[src/rtl/cpu_out_bcd.sv]
// rtl/cpu_out_bcd.sv - sequential double-dabble binary-to-BCD converter for the CPU out port
// One shift/add-3 iteration per cycle; a new conversion starts whenever the input differs from the last one converted.
module cpu_out_bcd #(
  parameter int DATA_WIDTH = 16,
  parameter int DIGITS     = 5
) (
  input  logic                    clk,
  input  logic                    rst,
  input  logic [DATA_WIDTH-1:0]   in,
  output logic [4*DIGITS-1:0]     bcd,
  output logic                    valid,
  output logic                    busy
);

  localparam int CNT_W = (DATA_WIDTH > 1) ? $clog2(DATA_WIDTH) : 1;
  localparam logic [CNT_W-1:0] LAST_CNT = CNT_W'(DATA_WIDTH - 1);

  typedef enum logic {IDLE, CONV} state_t;

  state_t                state_q, state_d;
  logic [DATA_WIDTH-1:0] last_q, last_d;
  logic [DATA_WIDTH-1:0] sh_q, sh_d;
  logic [4*DIGITS-1:0]   acc_q, acc_d;
  logic [CNT_W-1:0]      cnt_q, cnt_d;
  logic [4*DIGITS-1:0]   bcd_q, bcd_d;
  logic                  valid_q, valid_d;
  logic                  busy_q, busy_d;

  logic [4*DIGITS-1:0]   adj;
  logic [4*DIGITS-1:0]   acc_shift;
  logic [DATA_WIDTH-1:0] sh_shift;

  // Add-3 correction on every digit >= 5, then shift {acc, sh} left by one.
  always_comb begin
    adj = acc_q;
    for (int i = 0; i < DIGITS; i++) begin
      if (acc_q[4*i +: 4] >= 4'd5) begin
        adj[4*i +: 4] = acc_q[4*i +: 4] + 4'd3;
      end
    end
    {acc_shift, sh_shift} = {adj, sh_q} << 1;
  end

  always_comb begin
    state_d = state_q;
    last_d  = last_q;
    sh_d    = sh_q;
    acc_d   = acc_q;
    cnt_d   = cnt_q;
    bcd_d   = bcd_q;
    valid_d = 1'b0;
    busy_d  = busy_q;
    case (state_q)
      IDLE: begin
        busy_d = 1'b0;
        if (in != last_q) begin
          sh_d    = in;
          last_d  = in;
          acc_d   = '0;
          cnt_d   = '0;
          busy_d  = 1'b1;
          state_d = CONV;
        end
      end
      CONV: begin
        sh_d  = sh_shift;
        acc_d = acc_shift;
        if (cnt_q == LAST_CNT) begin
          bcd_d   = acc_shift;
          valid_d = 1'b1;
          busy_d  = 1'b0;
          state_d = IDLE;
        end else begin
          cnt_d = cnt_q + 1'b1;
        end
      end
      default: state_d = IDLE;
    endcase
  end

  always_ff @(posedge clk) begin
    if (rst) begin
      state_q <= IDLE;
      last_q  <= '0;
      sh_q    <= '0;
      acc_q   <= '0;
      cnt_q   <= '0;
      bcd_q   <= '0;
      valid_q <= 1'b0;
      busy_q  <= 1'b0;
    end else begin
      state_q <= state_d;
      last_q  <= last_d;
      sh_q    <= sh_d;
      acc_q   <= acc_d;
      cnt_q   <= cnt_d;
      bcd_q   <= bcd_d;
      valid_q <= valid_d;
      busy_q  <= busy_d;
    end
  end

  assign bcd   = bcd_q;
  assign valid = valid_q;
  assign busy  = busy_q;

endmodule

[config.mk]
export PLATFORM = sky130hd
export DESIGN_NAME = cpu_out_bcd
export DESIGN_NICKNAME = d
export VERILOG_FILES = /design/src/rtl/cpu_out_bcd.sv
export SDC_FILE = /design/constraint.sdc
export NUM_CORES = 1
export LEC_CHECK = 0
export BUFFER_PORTS_ARGS = -buffer_cell sky130_fd_sc_hd__buf_2
export CORE_MARGIN = 10
export CORE_UTILIZATION = 30
export DETAILED_ROUTE_END_ITERATION = 6
export MAX_ROUTING_LAYER = met4
export PLACE_DENSITY = 0.5
export SLEW_MARGIN = 20
export SYNTH_ARGS = -nofsm -noshare
export SYNTH_HDL_FRONTEND = slang
export SYNTH_SLANG_ARGS = --single-unit
[constraint.sdc]
create_clock -name clk -period 1.77 [get_ports clk]
set_clock_uncertainty 0.05 [all_clocks]
set_input_delay 0.177 -clock clk [delete_from_list [all_inputs] [get_ports clk]]
set_output_delay 0.177 -clock clk [all_outputs]
set_load 0.005 [all_outputs]
==> Implementation_results.wiki <==
{| class="wikitable"
! Metric !! Value
|-
| Most frequent cell after synthesis || sky130_fd_sc_hd__nand2_1
|-
| Switching power as a share of total power || 23.0%
|-
| HPWL Detailed || around 6200 microns
|-
| Post-synthesis sequential element count || 79
|-
| TritonCTS clock tree || yes
|-
| Dominant cell type by area after synthesis || sky130_fd_sc_hd__dfxtp_1
|-
| Synth Cell Area || 3730 sq um
|-
| Post-synthesis compound-gate area fraction || 12.9%
|-
| Final antenna diode count || 0
|-
| Count of max-cap constraint violations || 0
|-
| Floorplan row count || 40
|-
| Failing checks || negative setup slack
|-
| Number of vias after detailed routing || 3,098
|-
| Part of the power in the clock network || 46.3%
|-
| Placer congestion estimate || 0.764
|-
| Sequential fraction of design power || 47.0%
|-
| Layout cell share with drive strength beyond 1 || around 28%
|-
| DIE AREA || 17,300 sq um
|-
| GRT Total Usage || 10.5%
|-
| Area added between synthesis and finish || 26.3%
|-
| Antenna Nets Post-Route || 0
|-
| Xor and xnor fraction of the mapped netlist area || 4.93%
|-
| Die height || around 130 microns
|-
| Post-synth ARST share || 0%
|-
| Proportion of netlist area held by the largest area contributor || ~42%
|-
| Max Slew Vio Count || 0
|-
| Adder-cell share of the synthesized area || 3.69%
|-
| Post-layout minimum cycle time || 1780 ps
|-
| Number of synthesized flops with an enable pin || 0
|-
| Final Power || 3.98 mW
|-
| Largest net degree at the start of global routing || 31
|-
| Maximum fanout encountered on the critical timing path || 5
|-
| Setup Viol. Count Final || 6
|-
| Largest cells by area after synthesis || sky130_fd_sc_hd__dfxtp_1, sky130_fd_sc_hd__nand2_1, sky130_fd_sc_hd__nand3_1, sky130_fd_sc_hd__a21oi_1, sky130_fd_sc_hd__nand2b_1
|-
| Critical path required time || 1990 ps
|-
| Number of buffers created by CTS || 9
|-
| Initial Util || 30.8%
|-
| Class of the tightest hold or removal check || in -> reg
|-
| Final std cell area, no fill || 4710 sq um
|-
| Power density normalized to cell area || ~840 nW/um^2
|-
| Highest achievable clock rate || between 500 and 600 MHz
|-
| Core footprint || 12,100 sq um
|-
| Final Hold Viols || 0
|-
| Proportion of synthesized chip area in sequential cells || roughly 42%
|-
| Count of nets after finishing || around 520
|-
| Leading cell types by count after synthesis || sky130_fd_sc_hd__nand2_1, sky130_fd_sc_hd__dfxtp_1, sky130_fd_sc_hd__nand3_1
|-
| Root Buffer || sky130_fd_sc_hd__clkbuf_16
|-
| Clock Tree Buf Depth || 2
|-
| Worst setup path class || reg -> reg
|-
| DR DRC count || 0
|-
| Transition time at the pin with the least slew margin || 394 ps
|-
| Setup TNS || -31.1 ps
|-
| Via-per-instance ratio || 4.64
|-
| Standby leakage power || 1.78 nW
|-
| Average instance area after synthesis || 8.38 sq um
|-
| Number of global-route vias before repair || 3,016
|-
| Count of hold buffers inserted by post-cts repair || 0
|-
| Combinational group share of total power || between 6 and 7%
|-
| Final period util || 101%
|-
| Remaining Overflow, GRT || 0
|-
| Flip-flop cell with the highest count after synthesis || sky130_fd_sc_hd__dfxtp_1
|-
| Antenna violations before repair || 0
|-
| Later-pin clock latency in the skew report || 340 ps
|-
| Count of buffers inserted at the top-level ports || 39
|-
| Startpoint type of the worst setup path || flop
|-
| Number of unique standard cell types used by synthesis || 40
|-
| Synthesis warning total || 0
|-
| Detailed Routing Iterations Pass 1 || 6
|-
| Global-route wire length before repair || 14,900 microns
|-
| Simple logic cell fraction of the synthesized area || 29.4%
|-
| Final routed wire length divided by cell count || 13.6 microns
|-
| Main combinational cell family by area after synthesis || simple AND/OR/NAND/NOR gates
|-
| Chip Width || approximately 130 microns
|-
| Clock input transition at the sequential cells of the worst setup and hold paths || 60 ps
|-
| Multiplexer share of the synthesized area || 1.88%
|-
| Internal power summed over all cells || 3.06 mW
|-
| DR iter-0 viols || between 150 and 200
|-
| Unrepaired setup endpoints after global routing || yes
|-
| Clk sink count || between 70 and 80
|-
| Run status || finished, violations left
|-
| Final routed wirelength across all metal layers || 9040 microns
|-
| Type of element capturing the critical path || flop
|-
| Peak supply drop || 423 uV
|-
| Power spent charging and discharging nets || 0.915 mW
|-
| Cell area after placement || 4160 sq um
|-
| Net count after synthesis || 474
|-
| H-tree lvl count || 3
|-
| I/O pins || 40
|-
| Crit path DAT || 2000 ps
|-
| Synth Instances || 445
|-
| Final setup slack of the worst path || -9.92 ps
|-
| Remaining max-slew budget at the tightest pin || about three quarters
|}
[area by class of cell]
cell class | instances | area, sq um
clock buffers | 13 | 250
clock inverters | 3 | 42.5
fillers | 1241 | 7400
inverters | 11 | 41.3
multi-input cells | 329 | 2120
flip-flops and latches | 79 | 1590
well taps | 168 | 210
repair buffers | 64 | 454
[logic make-up after synthesis]
kind of cell / Yosys count
muxes: 7
DFF: 79
AOI/OAI and AO/OA: 79
buffers and inverters: 37
and+or+nand+nor: 211
adders and majority gates: 11
xor gates and xnor gates: 21
[layout by cell type, fill, tap and decap left out, types with 11 or more instances in the layout]
| cell | synthesis | final |
|---|---|---|
| sky130_fd_sc_hd__buf_4 | 1 | 18 |
| sky130_fd_sc_hd__nand2_1 | 90 | 90 |
| sky130_fd_sc_hd__nor2_1 | 16 | 16 |
| sky130_fd_sc_hd__a21oi_2 | 14 | 18 |
| sky130_fd_sc_hd__a21oi_1 | 32 | 28 |
| sky130_fd_sc_hd__nand3_2 | 14 | 13 |
| sky130_fd_sc_hd__nand2b_1 | 23 | 23 |
| sky130_fd_sc_hd__dfxtp_1 | 79 | 70 |
| sky130_fd_sc_hd__ha_1 | 11 | 11 |
| sky130_fd_sc_hd__nand3_1 | 51 | 47 |
| sky130_fd_sc_hd__buf_2 | 4 | 39 |
| sky130_fd_sc_hd__clkbuf_16 | 0 | 11 |
| sky130_fd_sc_hd__o21ai_0 | 19 | 18 |
[flip-flops by register name, summed over array words and instances, names as in the netlist]
| signal | cells |
|---|---|
| last_q | 16 |
| bcd | 20 |
| valid | 1 |
| sh_q | 16 |
| state_q | 1 |
| cnt_q | 4 |
| busy | 1 |
| acc_q | 20 |
[power groups by stage]
stage	Combinational, mW	Sequential, mW	Clock (mW)
finish	0.268	1.87	1.84
global route	0.296	1.87	1.97
CTS	0.248	1.86	1.90
detailed placement	0.245	1.90	0
global placement	0.242	1.90	0
floorplan	0.163	1.89	0
[what timing repair did]
| item | CTS | global route |
|---|---|---|
| pin swaps | 1 | 24 |
| setup buffers | 1 | 1 |
| resized for setup | 2 | 36 |
| setup endpoints to repair | 26 | 66 |
| cloned | 0 | 3 |
[stage by stage]
step | hold WS [ps] | std cells | worst slack (ps) | utilization (%)
CTS | 48.4 | 663 | 6.01 | 36.8
global placement | 390 | 646 | -60.2 | 34.3
finish | 54.3 | 667 | -9.92 | 38.9
floorplan | 263 | 445 | 139 | -
detailed placement | 394 | 646 | -62.0 | 34.3
global route | 72.8 | 667 | -77.4 | 38.9
[routing by layer]
layer	wire length (microns)	track usage (%)	up-vias
met5	0	-	-
met4	117	2.90	0
met3	263	3.24	9
met2	4180	16.3	40
met1	4480	13.0	1446
li1	-	-	1603
[worst max-delay path: stages, from the launching register on]
cell and delay [ps]:
sky130_fd_sc_hd__dfxtp_2 330, sky130_fd_sc_hd__xor2_2 150, sky130_fd_sc_hd__nor4_4 390, sky130_fd_sc_hd__and4_4 310, sky130_fd_sc_hd__buf_12 130, sky130_fd_sc_hd__clkbuf_16 150
sky130_fd_sc_hd__nand3_2 70, sky130_fd_sc_hd__a21oi_2 110
[worst paths after layout]
kind,endpoint,from,cells past startpoint,slack (ps)
min,sh_q[3],in[3],3,50
min reg2reg,bcd[15],bcd[15],2,400
max,acc_q[10],last_q[14],7,-10
max reg2reg,acc_q[10],last_q[14],7,-10
Note: power is estimated with default switching activity, not from simulation.
